### src/rtl/stopwatch_core_if.sv
// Key-pulse / tick inputs and BCD display outputs of the stopwatch core.
// The master side drives keys and the 100 Hz level; the slave side is the core.
interface stopwatch_core_if;
    logic       clk_100HZ;
    logic       start_stop;
    logic       lap_clr;
    logic [7:0] sw_cs;
    logic [7:0] sw_sec;
    logic [7:0] sw_min;
    logic       running;
    logic       lap_hold;
    logic       ovf;

    modport master (
        output clk_100HZ, start_stop, lap_clr,
        input  sw_cs, sw_sec, sw_min, running, lap_hold, ovf
    );

    modport slave (
        input  clk_100HZ, start_stop, lap_clr,
        output sw_cs, sw_sec, sw_min, running, lap_hold, ovf
    );
endinterface

### src/rtl/stopwatch_core.sv
// Centisecond stopwatch (MM:SS.cc) counting 100 Hz divider edges in BCD,
// with start/stop, lap-freeze and clear control plus a sticky overflow flag.
module stopwatch_core #(
    parameter int unsigned MAX_MIN    = 59,
    parameter bit          SAT_ON_OVF = 1'b1
) (
    input  logic             clk,
    input  logic             rst_n,
    stopwatch_core_if.slave  sw_if
);

    localparam int unsigned DIGIT_W = 4;
    localparam logic [DIGIT_W-1:0] MAX_MT = DIGIT_W'(MAX_MIN / 10);
    localparam logic [DIGIT_W-1:0] MAX_MU = DIGIT_W'(MAX_MIN % 10);

    typedef enum logic [1:0] {
        IDLE  = 2'd0,
        RUN   = 2'd1,
        LAP   = 2'd2,
        PAUSE = 2'd3
    } state_e;

    typedef struct packed {
        logic [DIGIT_W-1:0] mt;
        logic [DIGIT_W-1:0] mu;
        logic [DIGIT_W-1:0] st;
        logic [DIGIT_W-1:0] su;
        logic [DIGIT_W-1:0] ct;
        logic [DIGIT_W-1:0] cu;
    } bcd_t;

    localparam bcd_t MAX_CNT = '{mt: MAX_MT, mu: MAX_MU, st: 4'd5, su: 4'd9,
                                 ct: 4'd9, cu: 4'd9};

    state_e state_q, state_d;
    logic   prev_q;
    bcd_t   cnt_q, cnt_d;
    bcd_t   snap_q, snap_d;
    logic   ovf_q, ovf_d;
    bcd_t   disp_q, disp_d;
    logic   running_q, running_d;
    logic   lap_hold_q, lap_hold_d;

    logic   tick_c;
    logic   adv_c;
    logic   at_max_c;
    bcd_t   cnt_inc_c;

    assign tick_c   = sw_if.clk_100HZ & ~prev_q;
    assign adv_c    = tick_c & ((state_q == RUN) | (state_q == LAP));
    assign at_max_c = (cnt_q == MAX_CNT);

    // BCD ripple: cs units -> cs tens -> sec units -> sec tens (0..5) -> minutes
    always_comb begin
        cnt_inc_c = cnt_q;
        if (cnt_q.cu != 4'd9) begin
            cnt_inc_c.cu = cnt_q.cu + 4'd1;
        end else begin
            cnt_inc_c.cu = 4'd0;
            if (cnt_q.ct != 4'd9) begin
                cnt_inc_c.ct = cnt_q.ct + 4'd1;
            end else begin
                cnt_inc_c.ct = 4'd0;
                if (cnt_q.su != 4'd9) begin
                    cnt_inc_c.su = cnt_q.su + 4'd1;
                end else begin
                    cnt_inc_c.su = 4'd0;
                    if (cnt_q.st != 4'd5) begin
                        cnt_inc_c.st = cnt_q.st + 4'd1;
                    end else begin
                        cnt_inc_c.st = 4'd0;
                        if (cnt_q.mu != 4'd9) begin
                            cnt_inc_c.mu = cnt_q.mu + 4'd1;
                        end else begin
                            cnt_inc_c.mu = 4'd0;
                            cnt_inc_c.mt = cnt_q.mt + 4'd1;
                        end
                    end
                end
            end
        end
    end

    // Next state, counter, snapshot and overflow; start_stop has priority over lap_clr
    always_comb begin
        state_d = state_q;
        cnt_d   = cnt_q;
        snap_d  = snap_q;
        ovf_d   = ovf_q;

        if (adv_c) begin
            if (at_max_c) begin
                ovf_d = 1'b1;
                if (!SAT_ON_OVF) begin
                    cnt_d = '0;
                end
            end else begin
                cnt_d = cnt_inc_c;
            end
        end

        unique case (state_q)
            IDLE: begin
                if (sw_if.start_stop) begin
                    state_d = RUN;
                end
            end
            RUN: begin
                if (sw_if.start_stop) begin
                    state_d = PAUSE;
                end else if (sw_if.lap_clr) begin
                    state_d = LAP;
                    snap_d  = cnt_q;
                end
            end
            LAP: begin
                if (sw_if.start_stop) begin
                    state_d = PAUSE;
                end else if (sw_if.lap_clr) begin
                    state_d = RUN;
                end
            end
            PAUSE: begin
                if (sw_if.start_stop) begin
                    state_d = RUN;
                end else if (sw_if.lap_clr) begin
                    state_d = IDLE;
                    cnt_d   = '0;
                    ovf_d   = 1'b0;
                end
            end
            default: state_d = IDLE;
        endcase

        // Saturating overflow forces a pause, overriding any key this cycle
        if (SAT_ON_OVF && adv_c && at_max_c) begin
            state_d = PAUSE;
        end
    end

    // Outputs derived from next state so live digits move in the tick's own clock
    always_comb begin
        disp_d     = (state_d == LAP) ? snap_d : cnt_d;
        running_d  = (state_d == RUN) || (state_d == LAP);
        lap_hold_d = (state_d == LAP);
    end

    always_ff @(posedge clk or negedge rst_n) begin
        if (!rst_n) begin
            state_q    <= IDLE;
            prev_q     <= 1'b0;
            cnt_q      <= '0;
            snap_q     <= '0;
            ovf_q      <= 1'b0;
            disp_q     <= '0;
            running_q  <= 1'b0;
            lap_hold_q <= 1'b0;
        end else begin
            state_q    <= state_d;
            prev_q     <= sw_if.clk_100HZ;
            cnt_q      <= cnt_d;
            snap_q     <= snap_d;
            ovf_q      <= ovf_d;
            disp_q     <= disp_d;
            running_q  <= running_d;
            lap_hold_q <= lap_hold_d;
        end
    end

    assign sw_if.sw_cs    = {disp_q.ct, disp_q.cu};
    assign sw_if.sw_sec   = {disp_q.st, disp_q.su};
    assign sw_if.sw_min   = {disp_q.mt, disp_q.mu};
    assign sw_if.running  = running_q;
    assign sw_if.lap_hold = lap_hold_q;
    assign sw_if.ovf      = ovf_q;

endmodule

### src/flat_wrapper.sv
// flat-port wrapper written by rule: the top's interface ports become plain ports
module stopwatch_core_flat 
#(
    parameter int unsigned MAX_MIN    = 59,
    parameter bit          SAT_ON_OVF = 1'b1
)
  (clk, rst_n, sw_if_clk_100HZ, sw_if_start_stop, sw_if_lap_clr, sw_if_sw_cs, sw_if_sw_sec, sw_if_sw_min, sw_if_running, sw_if_lap_hold, sw_if_ovf);
  stopwatch_core_if sw_if_i ();
  input  logic clk;
  input  logic rst_n;
  input wire logic [$bits(sw_if_i.clk_100HZ)-1:0] sw_if_clk_100HZ;
  input wire logic [$bits(sw_if_i.start_stop)-1:0] sw_if_start_stop;
  input wire logic [$bits(sw_if_i.lap_clr)-1:0] sw_if_lap_clr;
  output wire logic [$bits(sw_if_i.sw_cs)-1:0] sw_if_sw_cs;
  output wire logic [$bits(sw_if_i.sw_sec)-1:0] sw_if_sw_sec;
  output wire logic [$bits(sw_if_i.sw_min)-1:0] sw_if_sw_min;
  output wire logic [$bits(sw_if_i.running)-1:0] sw_if_running;
  output wire logic [$bits(sw_if_i.lap_hold)-1:0] sw_if_lap_hold;
  output wire logic [$bits(sw_if_i.ovf)-1:0] sw_if_ovf;
  assign sw_if_i.clk_100HZ = sw_if_clk_100HZ;
  assign sw_if_i.start_stop = sw_if_start_stop;
  assign sw_if_i.lap_clr = sw_if_lap_clr;
  assign sw_if_sw_cs = sw_if_i.sw_cs;
  assign sw_if_sw_sec = sw_if_i.sw_sec;
  assign sw_if_sw_min = sw_if_i.sw_min;
  assign sw_if_running = sw_if_i.running;
  assign sw_if_lap_hold = sw_if_i.lap_hold;
  assign sw_if_ovf = sw_if_i.ovf;
  stopwatch_core #(.MAX_MIN(MAX_MIN), .SAT_ON_OVF(SAT_ON_OVF)) u_core (.clk(clk), .rst_n(rst_n), .sw_if(sw_if_i));
endmodule
### config.mk
export PLATFORM = sky130hd
export DESIGN_NAME = stopwatch_core_flat
export DESIGN_NICKNAME = d
export VERILOG_FILES = /design/src/rtl/stopwatch_core_if.sv /design/src/rtl/stopwatch_core.sv /design/src/flat_wrapper.sv
export SDC_FILE = /design/constraint.sdc
export NUM_CORES = 1
export LEC_CHECK = 0
export ABC_AREA = 1
export CORE_MARGIN = 1
export CORE_UTILIZATION = 40
export CTS_BUF_LIST = sky130_fd_sc_hd__clkbuf_8
export CTS_CLUSTER_DIAMETER = 40
export DETAILED_ROUTE_END_ITERATION = 10
export MAX_ROUTING_LAYER = met4
export PLACE_DENSITY = 0.66
export SLEW_MARGIN = 20
export SYNTH_ARGS = -nofsm -noshare
export SYNTH_HDL_FRONTEND = slang
export SYNTH_SLANG_ARGS = --single-unit
### constraint.sdc
create_clock -name clk -period 2.25 [get_ports clk]
set_clock_uncertainty 0.2 [all_clocks]
set_input_delay 0.225 -clock clk [delete_from_list [all_inputs] [get_ports clk]]
set_output_delay 0.225 -clock clk [all_outputs]
set_load 0.05 [all_outputs]
Yosys cells after proc, flatten, opt, wreduce, memory -nomap -nowiden
Cells that the tools add are included.
Widths: inputs -> output; s select.

cells by class
  $mul = 0
  div/mod/pow operators = 0
  equality and inequality tests = 11
  muxes and demuxes = 33
  add/subtract/negate cells = 6
  magnitude comparators = 0
  shifts and indexed selects = 0
  reduce and logical (&&, ||, !) cells = 3
  bitwise gates (word level) = 4

operators with widths
  kind                  number
  $mux 24               9
  $add 4x1->4 const B   6
  $eq 24x23->1 const B  1
  $mux 4                6
  $mux 20               1
  $mux 16               1
  $mux 2                8
  $ne 4x4->1 const B    4
  $mux 12               1
  $mux 8                1
  $pmux 2 s4            1
  $eq 2x2->1 const B    3
  $mux 1                5
  $eq 2x1->1 const B    2
  $ne 4x3->1 const B    1
  $and 1x1->1           2
  $logic_not 2->1       1
  $logic_and 1x1->1     1
  $logic_or 1x1->1      1
  $not 1->1             1
  $or 1x1->1            1

storage, ports and cells
  output and inout port bits = 27
  memory bits (read-only) = 0
  latch bits = 0
  RAM bits = 0
  memories = 0
  word-level logic and storage cells = 80
  flip-flop bits (word level) = 78

Logic depth before layout (Yosys ltp)
  depth after elaboration = 12
  mapped depth = 13
  depth with buffers taken out = 12

Worst setup path before layout
No wires, ideal clock.

  path type = reg-to-reg
  start point = register u_core.cnt_q[5] (netlist name)
  end point = register u_core.disp_q, in the netlist u_core.sw_if.sw_cs[2]
  cell stages (with the launch flop) = 14
  arrival = 2.174 ns
  path slack = -0.207 ns
  clock period less this slack = 2.457 ns
  cells stage by stage = dfrtp_1 > inv_2 > nand2_1 > inv_1 > nand2_1 > nor2_4 > nand3_4 > nor3_2 > o21bai_1 > ha_1 > clkbuf_1 > clkbuf_1 > nand2_1 > o21ai_0

RTL lines
  what                    line                   RTL
  from (decl)             stopwatch_core.sv:37   bcd_t cnt_q, cnt_d;
  from (signal assigned)  stopwatch_core.sv:161  cnt_q <= cnt_d;
  to (signal assigned)    stopwatch_core.sv:164  disp_q <= disp_d;
  to (decl)               stopwatch_core.sv:40   bcd_t disp_q, disp_d;

==> impl_metrics.toml <==
[outcome]
status = "finished, final reports clean"

[timing]
min_period_ns = 2.15
slew_headroom_pct = 66.5
max_freq_ghz = 0.465
worstMarginPinSlew_ns = 0.502
hold_violations = 0
finalMaxSlewViolations = 0
rsz0062_at_grt = "true"
tns_ns = 0
period_share_pct = 95.5
setup_violations = 0

[global_route]
antenna_found_initial = 0
grt_usage_pct = 19.1
overflow = 0
grt_max_degree = 49
grt_pass1_vias = 3171
grt_pass1_wl_um = 14300

[final_layout]
fin_nets = 535
drive_gt1_share_pct = 18.2
filler_cell_count = 863
final_cell_mix = "nand2_1 (133), dfrtp_1 (78), inv_1 (43), o21ai_0 (39)"
post-route-util_pct = 51.3
antenna_cells = 0
area_growth_pct = 25.2
final_common_cell = "nand2_1"
multiInputGateArea_um2 = 1560
register_area_um2 = 1950
post-route-cell-area_um2 = 4710

[routing]
via_per_inst = 5.05
drt_wl_total_um = 8530
drt_iter0_drc = 162
route.detailed.drc = 0
first_pass_iters = 4
ant_nets = 0
wl_per_cell_um = 13.4
vias = 3225

[clock_tree]
clk_latency_ns = 0.36
ctsLongestPathBuffers = 2
numCtsBuffers = 9
cts_sinks = 78
cts.clk_slew.worst_paths_ns = 0.09
cts_tree = "yes"
cts_root_buffer = "clkbuf_8"
h-tree-depth = 3

[logic_synthesis]
ys_async_sr_fraction_pct = 100
synth_area_per_cell_um2 = 8.18
netlist_area_um2 = 3760
netlist_instances = 460
ys_ff_latch = 78
synthAdderAreaFrac_pct = 2.33
synth_xor_area_share_pct = 0.233
yosysUniqueCellTypes = 36
synth-compound-area-share_pct = 8.41
synth_sequential_area_ratio_pct = 51.8
synth_mux_area_share_pct = 0
synthSimpleGateAreaFrac_pct = 29.1
synth_top_family_by_area = "simple AND/OR/NAND/NOR gates"
synth_nets = 472
ys_warn_count = 0
synth-edff-count = 0
synth_ff_type = "dfrtp_1"

[setup_path]
arrival_ns = 2.24
cp.required_ns = 2.34
start_kind = "flip-flop"
cp_max_fo = 10
end_kind = "flip-flop"
worst-setup-path-type = "flip-flop to flip-flop"

[floorplan]
ios = 32
die_w_um = 99.0
rows = 35
die_h_um = 99.0
die_area_um2 = 9800
core-area_um2 = 9200
initial_core_util_pct = 40.9

[placed_design]
postPlaceCellArea_um2 = 4400
hpwl_um = 5670
gp_congestion = 0.883
portBuffers = 31

[power]
ir_drop_uv = 859
power_leakage_nw = 2.34
powerDensity_nw_per_um2 = 1270

[flow_run]
maxCapViolations = 0

[worst_hold_path]
hp-class = "input pin to flip-flop"
-- area by class of cell --
cell class,count,share of cell area [%]
Sequential cell,78,41.4
Multi-Input combinational cell,304,33.1
Timing Repair Buffer,67,13.7
Inverter,63,5.07
Tap cell,111,2.95
Clock buffer,9,2.63
Clock inverter,7,1.09
-- cell families after synthesis --
kind of cell / Yosys count
and+or+nand+nor: 237
AOI/OAI and AO/OA: 59
buffers and inverters: 78
xor gates and xnor gates: 1
DFF: 78
adders and majority gates: 7
-- metal layers --
metal / global-route usage (%) / wire, um / vias up
met2: 31.5 / 4100 / 101
met4: 8.73 / 218 / 0
li1: - / - / 1587
met5: - / 0 / -
met3: 2.77 / 399 / 25
met1: 23.3 / 3810 / 1512
-- metrics by stage --
stage	cells	power, mW	setup slack [ns]	hold slack, ns
global placement	614	4.73	0.0474	0.0296
finish	639	5.96	0.102	0.130
CTS	631	5.76	0.0265	0.135
global route	639	6.37	-0.0434	0.146
floorplan	460	3.87	0.0183	-0.271
detailed placement	614	4.80	-0.0320	0.0308
-- worst paths after layout --
kind	from	end	slack, ns	cells after the start
hold / removal	sw_if_clk_100HZ	u_core.prev_q$_DFF_PN0_	0.13	1
setup / recovery	u_core.state_q[1]$_DFF_PN0_	u_core.sw_if.sw_sec[3]$_DFF_PN0_	0.10	11
max in group asynchronous	rst_n	u_core.cnt_q[21]$_DFF_PN0_	1.08	3
min in group asynchronous	rst_n	u_core.snap_q[1]$_DFF_PN0_	0.17	2
setup reg to reg	u_core.state_q[1]$_DFF_PN0_	u_core.sw_if.sw_sec[3]$_DFF_PN0_	0.10	11
hold reg to reg	u_core.snap_q[4]$_DFF_PN0_	u_core.snap_q[4]$_DFF_PN0_	0.30	2
-- critical path, stage by stage (launching register included) --
cell	delay, ns
dfrtp_1	0.41
buf_4	0.15
ha_1	0.18
o21ai_1	0.14
a22oi_1	0.08
nor2_1	0.19
o21bai_4	0.11
ha_4	0.19
inv_4	0.08
buf_12	0.13
nand4_1	0.11
o21ai_1	0.10
-- synthesized netlist by cell type (2+ instances only) --
cell | count | area share [%]
and3_1 | 3 | 0.50
buf_2 | 6 | 0.80
nor2_4 | 5 | 1.5
nand3b_1 | 2 | 0.40
clkbuf_1 | 8 | 0.80
nand3_2 | 2 | 0.53
o21ai_1 | 7 | 0.93
nand2_1 | 134 | 13
ha_1 | 7 | 2.3
nand4_1 | 16 | 2.7
nor2_1 | 34 | 3.4
clkinv_1 | 3 | 0.30
inv_2 | 16 | 1.6
o21bai_1 | 2 | 0.40
o21ai_0 | 40 | 5.3
dfrtp_1 | 78 | 52
inv_1 | 44 | 4.4
a21oi_1 | 4 | 0.53
nor3_1 | 6 | 0.80
nand2_2 | 3 | 0.50
nor2_2 | 4 | 0.66
nand3_1 | 22 | 2.9
-- registers in the layout (all words and copies together) (netlist names) --
signal,count
u_core.sw_if.sw_min,8
u_core.sw_if.ovf,1
u_core.sw_if.sw_sec,8
u_core.sw_if.lap_hold,1
u_core.prev_q,1
u_core.sw_if.sw_cs,8
u_core.sw_if.running,1
u_core.cnt_q,24
u_core.snap_q,24
u_core.state_q,2
-- power by group --
| part | leakage [nW] | internal (mW) | total [mW] | switching [mW] |
|---|---|---|---|---|
| logic | 1.23 | 1.08 | 2.93 | 1.85 |
| clock network | 0.0852 | 0.402 | 0.960 | 0.558 |
| registers | 1.03 | 1.86 | 2.08 | 0.219 |
| total | 2.34 | 3.34 | 5.96 | 2.63 |
-- repair_timing --
action | CTS | global route
setup endpoints to repair | 2 | 24
resized for setup | 2 | 13
cloned | 0 | 1
hold buffers | 1 | 0
pin swaps | 1 | 3
hold endpoints to repair | 36 | 0
setup buffers | 0 | 7
Note: power is estimated with default switching activity, not from simulation.
